## config.mk

```make
export PLATFORM = sky130hd
export DESIGN_NAME = instr_fetch_unit_flat
export DESIGN_NICKNAME = d
export VERILOG_FILES = /design/src/rtl/instr_fetch_unit_pkg.sv /design/src/rtl/instr_fetch_unit_if.sv /design/src/rtl/instr_fetch_unit_watchdog.sv /design/src/rtl/instr_fetch_unit.sv /design/src/flat_wrapper.sv
export SDC_FILE = /design/constraint.sdc
export NUM_CORES = 1
export LEC_CHECK = 0
export BUFFER_PORTS_ARGS = -buffer_cell sky130_fd_sc_hd__buf_4
export CORE_ASPECT_RATIO = 0.8
export CORE_UTILIZATION = 40
export DETAILED_ROUTE_END_ITERATION = 12
export PLACE_DENSITY = 0.68
export RECOVER_POWER = 25
export REMOVE_ABC_BUFFERS = 1
export SLEW_MARGIN = 20
export SYNTH_ARGS = -nofsm -noshare
export SYNTH_HDL_FRONTEND = slang
export SYNTH_SLANG_ARGS = --single-unit
```

## constraint.sdc

```tcl
create_clock -name clk -period 5.03 [get_ports clk]
set_input_delay 0.7545 -clock clk [delete_from_list [all_inputs] [get_ports clk]]
set_output_delay 0.7545 -clock clk [all_outputs]
set_load 0.005 [all_outputs]
```

## src/rtl/instr_fetch_unit_pkg.sv

```systemverilog
// Shared definitions for the instruction fetch unit and the decoder it feeds.
// Holds the FSM state encoding, reset/timeout defaults and the 4-bit opcode map.
package instr_fetch_unit_pkg;

    localparam logic [7:0] RESET_PC         = 8'h00;
    localparam logic [3:0] MAX_WAIT_DEFAULT = 4'd15;

    typedef enum logic [1:0] {
        IDLE  = 2'd0,
        FETCH = 2'd1,
        HOLD  = 2'd2,
        DRAIN = 2'd3
    } fetch_state_e;

    // Opcode lives in instruction[7:4]; register fields in [3:2] and [1:0].
    typedef enum logic [3:0] {
        OP_MOVE = 4'h0,
        OP_ADD  = 4'h1,
        OP_SUB  = 4'h2,
        OP_AND  = 4'h3,
        OP_OR   = 4'h4,
        OP_XOR  = 4'h5,
        OP_NOT  = 4'h6,
        OP_SHL  = 4'h7,
        OP_SHR  = 4'h8,
        OP_LD   = 4'h9,
        OP_ST   = 4'hA,
        OP_J    = 4'hB,
        OP_JAL  = 4'hC,
        OP_BEQ  = 4'hD,
        OP_BNE  = 4'hE,
        OP_LI   = 4'hF
    } opcode_e;

    function automatic opcode_e opcode_of(input logic [7:0] instr);
        return opcode_e'(instr[7:4]);
    endfunction

    // Opcodes that can produce a redirect back into the fetch unit.
    function automatic logic is_flow_change(input opcode_e op);
        return (op == OP_J) || (op == OP_JAL) || (op == OP_BEQ) || (op == OP_BNE);
    endfunction

endpackage

```

## src/rtl/instr_fetch_unit_if.sv

```systemverilog
// Instruction-memory read channel and decoder handoff channel of the fetch unit.
// master = fetch unit side, slave = memory + decoder side.
interface instr_fetch_unit_if;

    logic       imem_req;
    logic [7:0] imem_addr;
    logic       imem_ack;
    logic [7:0] imem_rdata;

    logic       instr_valid;
    logic       instr_ready;
    logic [7:0] instruction;
    logic [7:0] instr_pc;

    modport master (
        output imem_req,
        output imem_addr,
        input  imem_ack,
        input  imem_rdata,
        output instr_valid,
        input  instr_ready,
        output instruction,
        output instr_pc
    );

    modport slave (
        input  imem_req,
        input  imem_addr,
        output imem_ack,
        output imem_rdata,
        input  instr_valid,
        output instr_ready,
        input  instruction,
        input  instr_pc
    );

endinterface

```

## src/rtl/instr_fetch_unit_watchdog.sv

```systemverilog
// Counts memory-wait cycles without an ack; flags expiry on the cycle that
// would bring the count up to MAX_WAIT.
module fetch_watchdog #(
    parameter logic [3:0] MAX_WAIT = 4'd15
) (
    input  logic clk,
    input  logic rst,
    input  logic count,
    input  logic clear,
    output logic expired
);

    localparam logic [3:0] TERM_CNT = MAX_WAIT - 4'd1;

    logic [3:0] wait_cnt;

    // Saturates so a redirect that defers expiry still re-fires next cycle.
    always_ff @(posedge clk) begin
        if (rst) begin
            wait_cnt <= 4'd0;
        end else if (clear) begin
            wait_cnt <= 4'd0;
        end else if (count && (wait_cnt != 4'hF)) begin
            wait_cnt <= wait_cnt + 4'd1;
        end
    end

    assign expired = count && (wait_cnt >= TERM_CNT);

endmodule

```

## src/rtl/instr_fetch_unit.sv

```systemverilog
// Single-outstanding-request instruction fetcher with redirect, decoder
// backpressure and a sticky memory-timeout fault.
//
// state | meaning
// IDLE  | no request; waits for run (blocked once fault is set)
// FETCH | request outstanding at imem_addr
// HOLD  | instruction offered to decoder, waiting for instr_ready
// DRAIN | request outstanding whose data will be discarded after a redirect
module instr_fetch_unit #(
    parameter logic [7:0] RESET_PC = instr_fetch_unit_pkg::RESET_PC,
    parameter logic [3:0] MAX_WAIT = instr_fetch_unit_pkg::MAX_WAIT_DEFAULT
) (
    input  logic                      clk,
    input  logic                      rst,
    input  logic                      run,
    input  logic                      redirect_valid,
    input  logic [7:0]                redirect_pc,
    output logic                      fault,
    instr_fetch_unit_if.master        bus
);

    import instr_fetch_unit_pkg::*;

    fetch_state_e state_q, state_d;
    logic [7:0]   pc_q, pc_d;
    logic [7:0]   addr_q;
    logic [7:0]   instr_q;
    logic [7:0]   instr_pc_q;
    logic         fault_q;

    logic addr_load;
    logic capture;
    logic fault_set;
    logic mem_busy;
    logic wd_count;
    logic wd_clear;
    logic wd_expired;

    assign mem_busy = (state_q == FETCH) || (state_q == DRAIN);
    assign wd_count = mem_busy && !bus.imem_ack;
    assign wd_clear = !mem_busy || bus.imem_ack;

    fetch_watchdog #(
        .MAX_WAIT (MAX_WAIT)
    ) u_watchdog (
        .clk     (clk),
        .rst     (rst),
        .count   (wd_count),
        .clear   (wd_clear),
        .expired (wd_expired)
    );

    // Whenever FETCH is (re)entered, the new request address is pc_d.
    always_comb begin
        state_d   = state_q;
        pc_d      = pc_q;
        addr_load = 1'b0;
        capture   = 1'b0;
        fault_set = 1'b0;

        case (state_q)
            IDLE: begin
                if (redirect_valid) begin
                    pc_d = redirect_pc;
                end else if (run && !fault_q) begin
                    state_d   = FETCH;
                    addr_load = 1'b1;
                end
            end

            FETCH: begin
                if (redirect_valid) begin
                    pc_d = redirect_pc;
                    if (bus.imem_ack) begin
                        state_d   = FETCH;
                        addr_load = 1'b1;
                    end else begin
                        state_d = DRAIN;
                    end
                end else if (bus.imem_ack) begin
                    capture = 1'b1;
                    pc_d    = pc_q + 8'd1;
                    state_d = HOLD;
                end else if (wd_expired) begin
                    fault_set = 1'b1;
                    state_d   = IDLE;
                end
            end

            HOLD: begin
                if (redirect_valid || bus.instr_ready) begin
                    if (redirect_valid) begin
                        pc_d = redirect_pc;
                    end
                    if (run) begin
                        state_d   = FETCH;
                        addr_load = 1'b1;
                    end else begin
                        state_d = IDLE;
                    end
                end
            end

            DRAIN: begin
                if (redirect_valid) begin
                    pc_d = redirect_pc;
                end
                if (bus.imem_ack) begin
                    state_d   = FETCH;
                    addr_load = 1'b1;
                end else if (!redirect_valid && wd_expired) begin
                    fault_set = 1'b1;
                    state_d   = IDLE;
                end
            end

            default: begin
                state_d = IDLE;
            end
        endcase
    end

    always_ff @(posedge clk) begin
        if (rst) begin
            state_q    <= IDLE;
            pc_q       <= RESET_PC;
            addr_q     <= RESET_PC;
            instr_q    <= 8'h00;
            instr_pc_q <= 8'h00;
            fault_q    <= 1'b0;
        end else begin
            state_q <= state_d;
            pc_q    <= pc_d;
            if (addr_load) begin
                addr_q <= pc_d;
            end
            if (capture) begin
                instr_q    <= bus.imem_rdata;
                instr_pc_q <= pc_q;
            end
            if (fault_set) begin
                fault_q <= 1'b1;
            end
        end
    end

    assign bus.imem_req    = mem_busy;
    assign bus.imem_addr   = addr_q;
    assign bus.instr_valid = (state_q == HOLD);
    assign bus.instruction = instr_q;
    assign bus.instr_pc    = instr_pc_q;
    assign fault           = fault_q;

endmodule

```

## src/flat_wrapper.sv

```systemverilog
// flat-port wrapper written by rule: the top's interface ports become plain ports
module instr_fetch_unit_flat import instr_fetch_unit_pkg::*;
#(
    parameter logic [7:0] RESET_PC = instr_fetch_unit_pkg::RESET_PC,
    parameter logic [3:0] MAX_WAIT = instr_fetch_unit_pkg::MAX_WAIT_DEFAULT
)
  (clk, rst, run, redirect_valid, redirect_pc, fault, bus_imem_req, bus_imem_addr, bus_imem_ack, bus_imem_rdata, bus_instr_valid, bus_instr_ready, bus_instruction, bus_instr_pc);
  instr_fetch_unit_if bus_i ();
  input  logic clk;
  input  logic rst;
  input  logic run;
  input  logic redirect_valid;
  input  logic [7:0] redirect_pc;
  output logic fault;
  output wire logic [$bits(bus_i.imem_req)-1:0] bus_imem_req;
  output wire logic [$bits(bus_i.imem_addr)-1:0] bus_imem_addr;
  input wire logic [$bits(bus_i.imem_ack)-1:0] bus_imem_ack;
  input wire logic [$bits(bus_i.imem_rdata)-1:0] bus_imem_rdata;
  output wire logic [$bits(bus_i.instr_valid)-1:0] bus_instr_valid;
  input wire logic [$bits(bus_i.instr_ready)-1:0] bus_instr_ready;
  output wire logic [$bits(bus_i.instruction)-1:0] bus_instruction;
  output wire logic [$bits(bus_i.instr_pc)-1:0] bus_instr_pc;
  assign bus_imem_req = bus_i.imem_req;
  assign bus_imem_addr = bus_i.imem_addr;
  assign bus_i.imem_ack = bus_imem_ack;
  assign bus_i.imem_rdata = bus_imem_rdata;
  assign bus_instr_valid = bus_i.instr_valid;
  assign bus_i.instr_ready = bus_instr_ready;
  assign bus_instruction = bus_i.instruction;
  assign bus_instr_pc = bus_i.instr_pc;
  instr_fetch_unit #(.RESET_PC(RESET_PC), .MAX_WAIT(MAX_WAIT)) u_core (.clk(clk), .rst(rst), .run(run), .redirect_valid(redirect_valid), .redirect_pc(redirect_pc), .fault(fault), .bus(bus_i));
endmodule
```

Word level (Yosys, flattened, before mapping)
Index checks and enable logic that the tools add are counted.
{ "word_totals": {"ff_bits": 39, "latch_bits": 0, "mem_bits_rw": 0, "rom_bits": 0, "in_bits": 22, "output_inout_bits": 27, "elab_cells": 66, "mem_count": 0} }
{ "op_classes": {"addsub": 2, "n_mul": 0, "div": 0, "order_cmp": 1, "eq_ne": 9, "shifts": 0, "muxes": 31, "bitwise": 0, "n_reduce_logical": 16} }
{ "ops": {"columns": ["op", "n"], "rows": [
  ["$mux 8", 4],
  ["$pmux 8 s3", 1],
  ["$mux 2", 9],
  ["$mux 1", 14],
  ["$add 8x1->8 const B", 1],
  ["$pmux 2 s4", 1],
  ["$logic_and 1x1->1", 5],
  ["$reduce_and 5->1", 1],
  ["$add 4x1->4 const B", 1],
  ["$eq 2x2->1 const B", 2],
  ["$ge 4x4->1 const B", 1],
  ["$logic_not 1->1", 4],
  ["$ne 2x1->1 const B", 2],
  ["$ne 4x3->1 const B", 1],
  ["$ne 4x4->1 const B", 1],
  ["$pmux 1 s4", 1],
  ["$reduce_or 2->1", 2],
  ["$logic_or 1x1->1", 3],
  ["$ne 3x3->1 const B", 1],
  ["$eq 2x1->1 const B", 1],
  ["$logic_not 2->1", 1],
  ["$ne 2x2->1 const B", 1],
  ["$pmux 1 s2", 1]
]} }

Longest topological paths before layout
{ "logic_depth": {"word_depth": 8, "ltp_mapped": 8, "depth_no_buf": 7} }

Hierarchy
From an unflattened synthesis, not the netlist that was laid out.
{ "unflattened": {"cells_unflattened": 227, "hier_area_um2": 1885.6} }
{ "by_module_without_submodules": {"columns": ["mod", "n_inst", "cells_each", "area_per_inst_um2", "seq_area_each_um2"], "rows": [
  ["instr_fetch_unit", 1, 203, 1662.8, 700.7],
  ["fetch_watchdog", 1, 24, 222.7, 80.1]
]} }

Least setup slack after synthesis
OpenSTA, ideal clock, no wires.
{ "synth_path": {"kind": "input to register", "start": "input port redirect_valid", "end": "register u_core.instr_pc_q[5], in the netlist u_core.bus.instr_pc[5]", "setup_ps": 71, "arrival_ps": 2082, "required_ps": 4959, "slack_ps": 2878, "stages": 8, "cell_sequence": "inv_1 -> clkbuf_1 -> ha_1 -> and2_1 -> clkbuf_1 -> clkbuf_1 -> nand2_1 -> a21oi_1"} }
{ "synth_between": {"elab_chain_cells": 2} }
{ "synth_rtl": {"columns": ["element", "line", "text"], "rows": [
  ["start, declared", "flat_wrapper.sv:12", "input logic redirect_valid;"],
  ["$mux 1", "instr_fetch_unit.sv:72", "if (redirect_valid) begin"],
  ["$mux 1", "instr_fetch_unit.sv:61", "case (state_q)"],
  ["end signal, assigned", "instr_fetch_unit.sv:139", "instr_pc_q <= pc_q;"],
  ["end, declared", "instr_fetch_unit.sv:28", "logic [7:0] instr_pc_q;"]
]} }
Every way passes these cells.
A chain may end at the register's enable or synchronous reset.

Worst setup path in the final report
{ "layout_path": {"start": "register u_core.state_q[1]", "end": "output port bus_imem_req"} }
{ "layout_between": {"elab_chain_cells": 2, "elab_cells_between_ends": 3, "classes_between": "2 x eq/ne; 1 x reduce/logical"} }
{ "layout_rtl": {"columns": ["element", "line", "text"], "rows": [
  ["start, declared", "instr_fetch_unit.sv:24", "fetch_state_e state_q, state_d;"],
  ["start signal, assigned", "instr_fetch_unit.sv:132", "state_q <= state_d;"],
  ["$eq 2x1->1 or $eq 2x2->1 (tied branches)", "instr_fetch_unit.sv:39", "assign mem_busy = (state_q == FETCH) || (state_q == DRAIN);"],
  ["$logic_or 1x1->1 *", "instr_fetch_unit.sv:39", null],
  ["end, declared", "flat_wrapper.sv:15", "output wire logic [$bits(bus_i.imem_req)-1:0] bus_imem_req;"]
]} }
Mark *: on every way between the ends. The rest lies on a longest branch, timed or not.

==> impl_metrics.csv <==
group,metric,value,unit
cells_and_area,antenna_cells,0,
synthesis,netlist_instances,227,
synthesis,synthArstFlopShare,0,%
synthesis,synth_cell_types,40,
cts,numCtsBuffers,5,
cells_and_area,area_delta_synth_final,26.46,%
timing,tightest_slew,755.5,ps
cells_and_area,fin_nets,304,
timing,period_minus_slack,2315,ps
critical_path,cp_slowest_cell,"dfxtp_1",
synthesis,seq_area_frac_synth,42.77,%
cts,clock-root-buffer,"clkbuf_8",
cts,cts_max_level,2,
critical_path,crit_arrival,1560,ps
synthesis,synthTopCellsByCount,"nand2_1, dfxtp_1, a21oi_1, nor2_1, inv_1",
detailed_routing,via_per_inst,5.112,
grt,grt_max_degree,33,
detailed_routing,drc,0,
floorplan,die_w,77.53,um
cells_and_area,n_fill_cell,453,
place,dpl.hpwl,2906,um
synthesis,synth_edf_count,0,
timing,setup_viol,0,
timing,finalMaxSlewViolations,0,
cts,clock-sinks,39,
synthesis,yosys_register_bits,39,
outcome,status,"finished, final reports clean",
critical_path,cp_num_buf_inv,3,
floorplan,io_pins,49,
floorplan,initial_utilization,42.62,%
cts,cts_hold_buf,0,
synthesis,synth.avg_cell_area,8.042,sq um
pwr,p_leak,0.0009569,uW
synthesis,synth_ff_type,"dfxtp_1",
detailed_routing,drt_iter0_drc,88,
critical_path,worst_setup_path_start_kind,"register",
critical_path,cp_top_family,"flip-flops",
critical_path,endpoint_kind,"output port",
timing,report.final.hold_viol_count,0,
grt,first_global_vias,1477,
detailed_routing,totalWireLength,4184,um
synthesis,synth_simple_gate_area_share,25.98,%
pwr,power_density,299.2,nW/um^2
cts,clk_path_buf_depth,2,
synthesis,synth_top_family_by_area,"simple AND/OR/NAND/NOR gates",
flow_run,drv_cap,0,
cts,clkTransAtPathRegs,70,ps
pwr,peakVddDrop,130.2,uV
critical_path,crit_required,4280,ps
cells_and_area,instances_no_fill,329,
grt,antenna_found_initial,0,
grt,track_usage,18.05,%
timing,slew_headroom,49.53,%
timing,rsz0062_at_grt,"false",
detailed_routing,vias,1682,
critical_path,r2r_setup_slack,2840,ps
timing,finClkSkew,6.056,ps
min_path,min_path_type,"register to register",
place,portBuffers,48,
floorplan,core,4283,sq um
critical_path,cp_common_cell,"inv_1",
cts,cts_tree,"yes",
synthesis,yosysMostFrequentCell,"nand2_1",
cts,cts_resized,0,
critical_path,critPathMaxStageDelay,400,ps
floorplan,die_h,62.43,um
place,placed_cells,322,
timing,min_period_over_period,46.02,%
detailed_routing,wire_per_inst,12.72,um
synthesis,synth_xor_area_share,1.439,%
synthesis,synth_compound_area_share,17.00,%
critical_path,crit_type,"register to output port",
timing,timing.fmax,432.0,MHz
cts,cts_setup_buffers,0,
grt,grt_pass1_wl,6886,um
synthesis,yosys.area_share.adder,6.854,%
place,gp_congestion,0.7889,
detailed_routing,drtAntennaViolNets,0,
floorplan,die-area,4840,sq um
critical_path,cp_max_fo,16,
grt,grt_overflow,0,
synthesis,synthMuxAreaShare,1.097,%
cells_and_area,drive_gt1_share,21.69,%
synthesis,yosysWarnings,0,
synthesis,mappedNetlistArea,1826,sq um
detailed_routing,first_pass_iters,4,
synthesis,synth_top_area_share,42.77,%
synthesis,netlist_top_cells_area,"dfxtp_1, nand2_1, ha_1",
cts,clkLatencyLatePin,290,ps
floorplan,rows,21,
timing,tns,0,ps
synthesis,yosys.area.top_type,"dfxtp_1",
critical_path,crit_chain,"inv_1 > ha_1 > nor2_1 > inv_1 > buf_4",
[power breakdown]
part | switching [uW] | internal, uW
clock network | 107 | 108
registers | 15.6 | 329
logic | 70.9 | 61.2
[layout by cell type (no fill, tap or decap), types with 2 or more instances in the layout]
cell type and instances:
nor2_1 23, nand2_1 43, o211ai_1 3, a21oi_1 23
a21o_1 3, a22oi_1 2, a311oi_1 2, nand4_1 3
inv_1 12, clkbuf_8 6, nor3b_1 5, a21boi_0 2
dfxtp_1 39, or3_1 2, xnor2_1 2, clkbuf_4 16
mux2i_1 2, nand2b_1 2, buf_4 33, o21ai_0 2
nand3_1 6, ha_1 10, a211oi_1 4, nor4_1 2
nor3_1 9
[per-layer routing]
layer  GRT usage, %  vias to the layer above  wire (um)
met5              0                        -          0
met4          8.726                        0         72
met3          4.526                        9        249
met2          25.33                       46       1765
met1          25.52                      759       2097
li1               -                      868          -
[logic make-up after synthesis]
kind of cell,Yosys count
AND/OR/NAND/NOR,102
AO/OA/AOI/OAI,48
flip-flops,39
buffers and inverters,23
adder cells (fa/ha/maj),10
XOR/XNOR,3
multiplexers,2
[registers in the layout (all words and copies together) (netlist names)]
| signal | cells |
|---|---|
| u_core.u_watchdog.wait_cnt | 4 |
| u_core.pc_q | 8 |
| u_core.state_q | 2 |
| u_core.fault | 1 |
| u_core.bus.instruction | 8 |
| u_core.bus.imem_addr | 8 |
| u_core.bus.instr_pc | 8 |
[path summary, 6_finish.rpt]
check	from	end	depth (start not counted)
setup / recovery	u_core.state_q[1]	bus_imem_req	5
hold / removal	u_core.bus.instruction[4]	u_core.bus.instruction[4]	2
setup reg to reg	u_core.state_q[1]	u_core.bus.imem_addr[4]	6
hold reg to reg	u_core.bus.instruction[4]	u_core.bus.instruction[4]	2
[stage by stage]
stage / cell area (sq um) / hold slack, ps / util [%] / setup WS, ps / total power, uW
floorplan: 1782 / 444.3 / - / 2817 / 421.9
global placement: 2221 / 443.2 / 51.86 / 2679 / 482.3
detailed placement: 2221 / 448.5 / 51.86 / 2645 / 483.9
CTS: 2308 / 458.8 / 53.90 / 2701 / 698.4
global route: 2308 / 474.1 / 53.90 / 2605 / 726.7
finish: 2308 / 453.3 / 53.90 / 2715 / 690.6
[area by class of cell]
| class | count | area (sq um) | area share [%] |
|---|---|---|---|
| Clock buffer | 6 | 82.58 | 3.577 |
| Clock inverter | 1 | 5.005 | 0.2168 |
| Inverter | 12 | 45.04 | 1.951 |
| Multi-Input combinational cell | 165 | 955.9 | 41.41 |
| Sequential cell | 39 | 780.7 | 33.82 |
| Tap cell | 57 | 71.32 | 3.089 |
| Timing Repair Buffer | 49 | 367.9 | 15.93 |
[worst reg2reg max path: cells and delay by family (launching register included)]
kind                       cells  cell delay [ps]
AOI/OAI and AO/OA              2              250
adders and majority gates      1              370
buffers and inverters          1               80
DFF                            1              400
and+or+nand+nor                2              990
No activity file was read; power rests on OpenSTA's default activity.
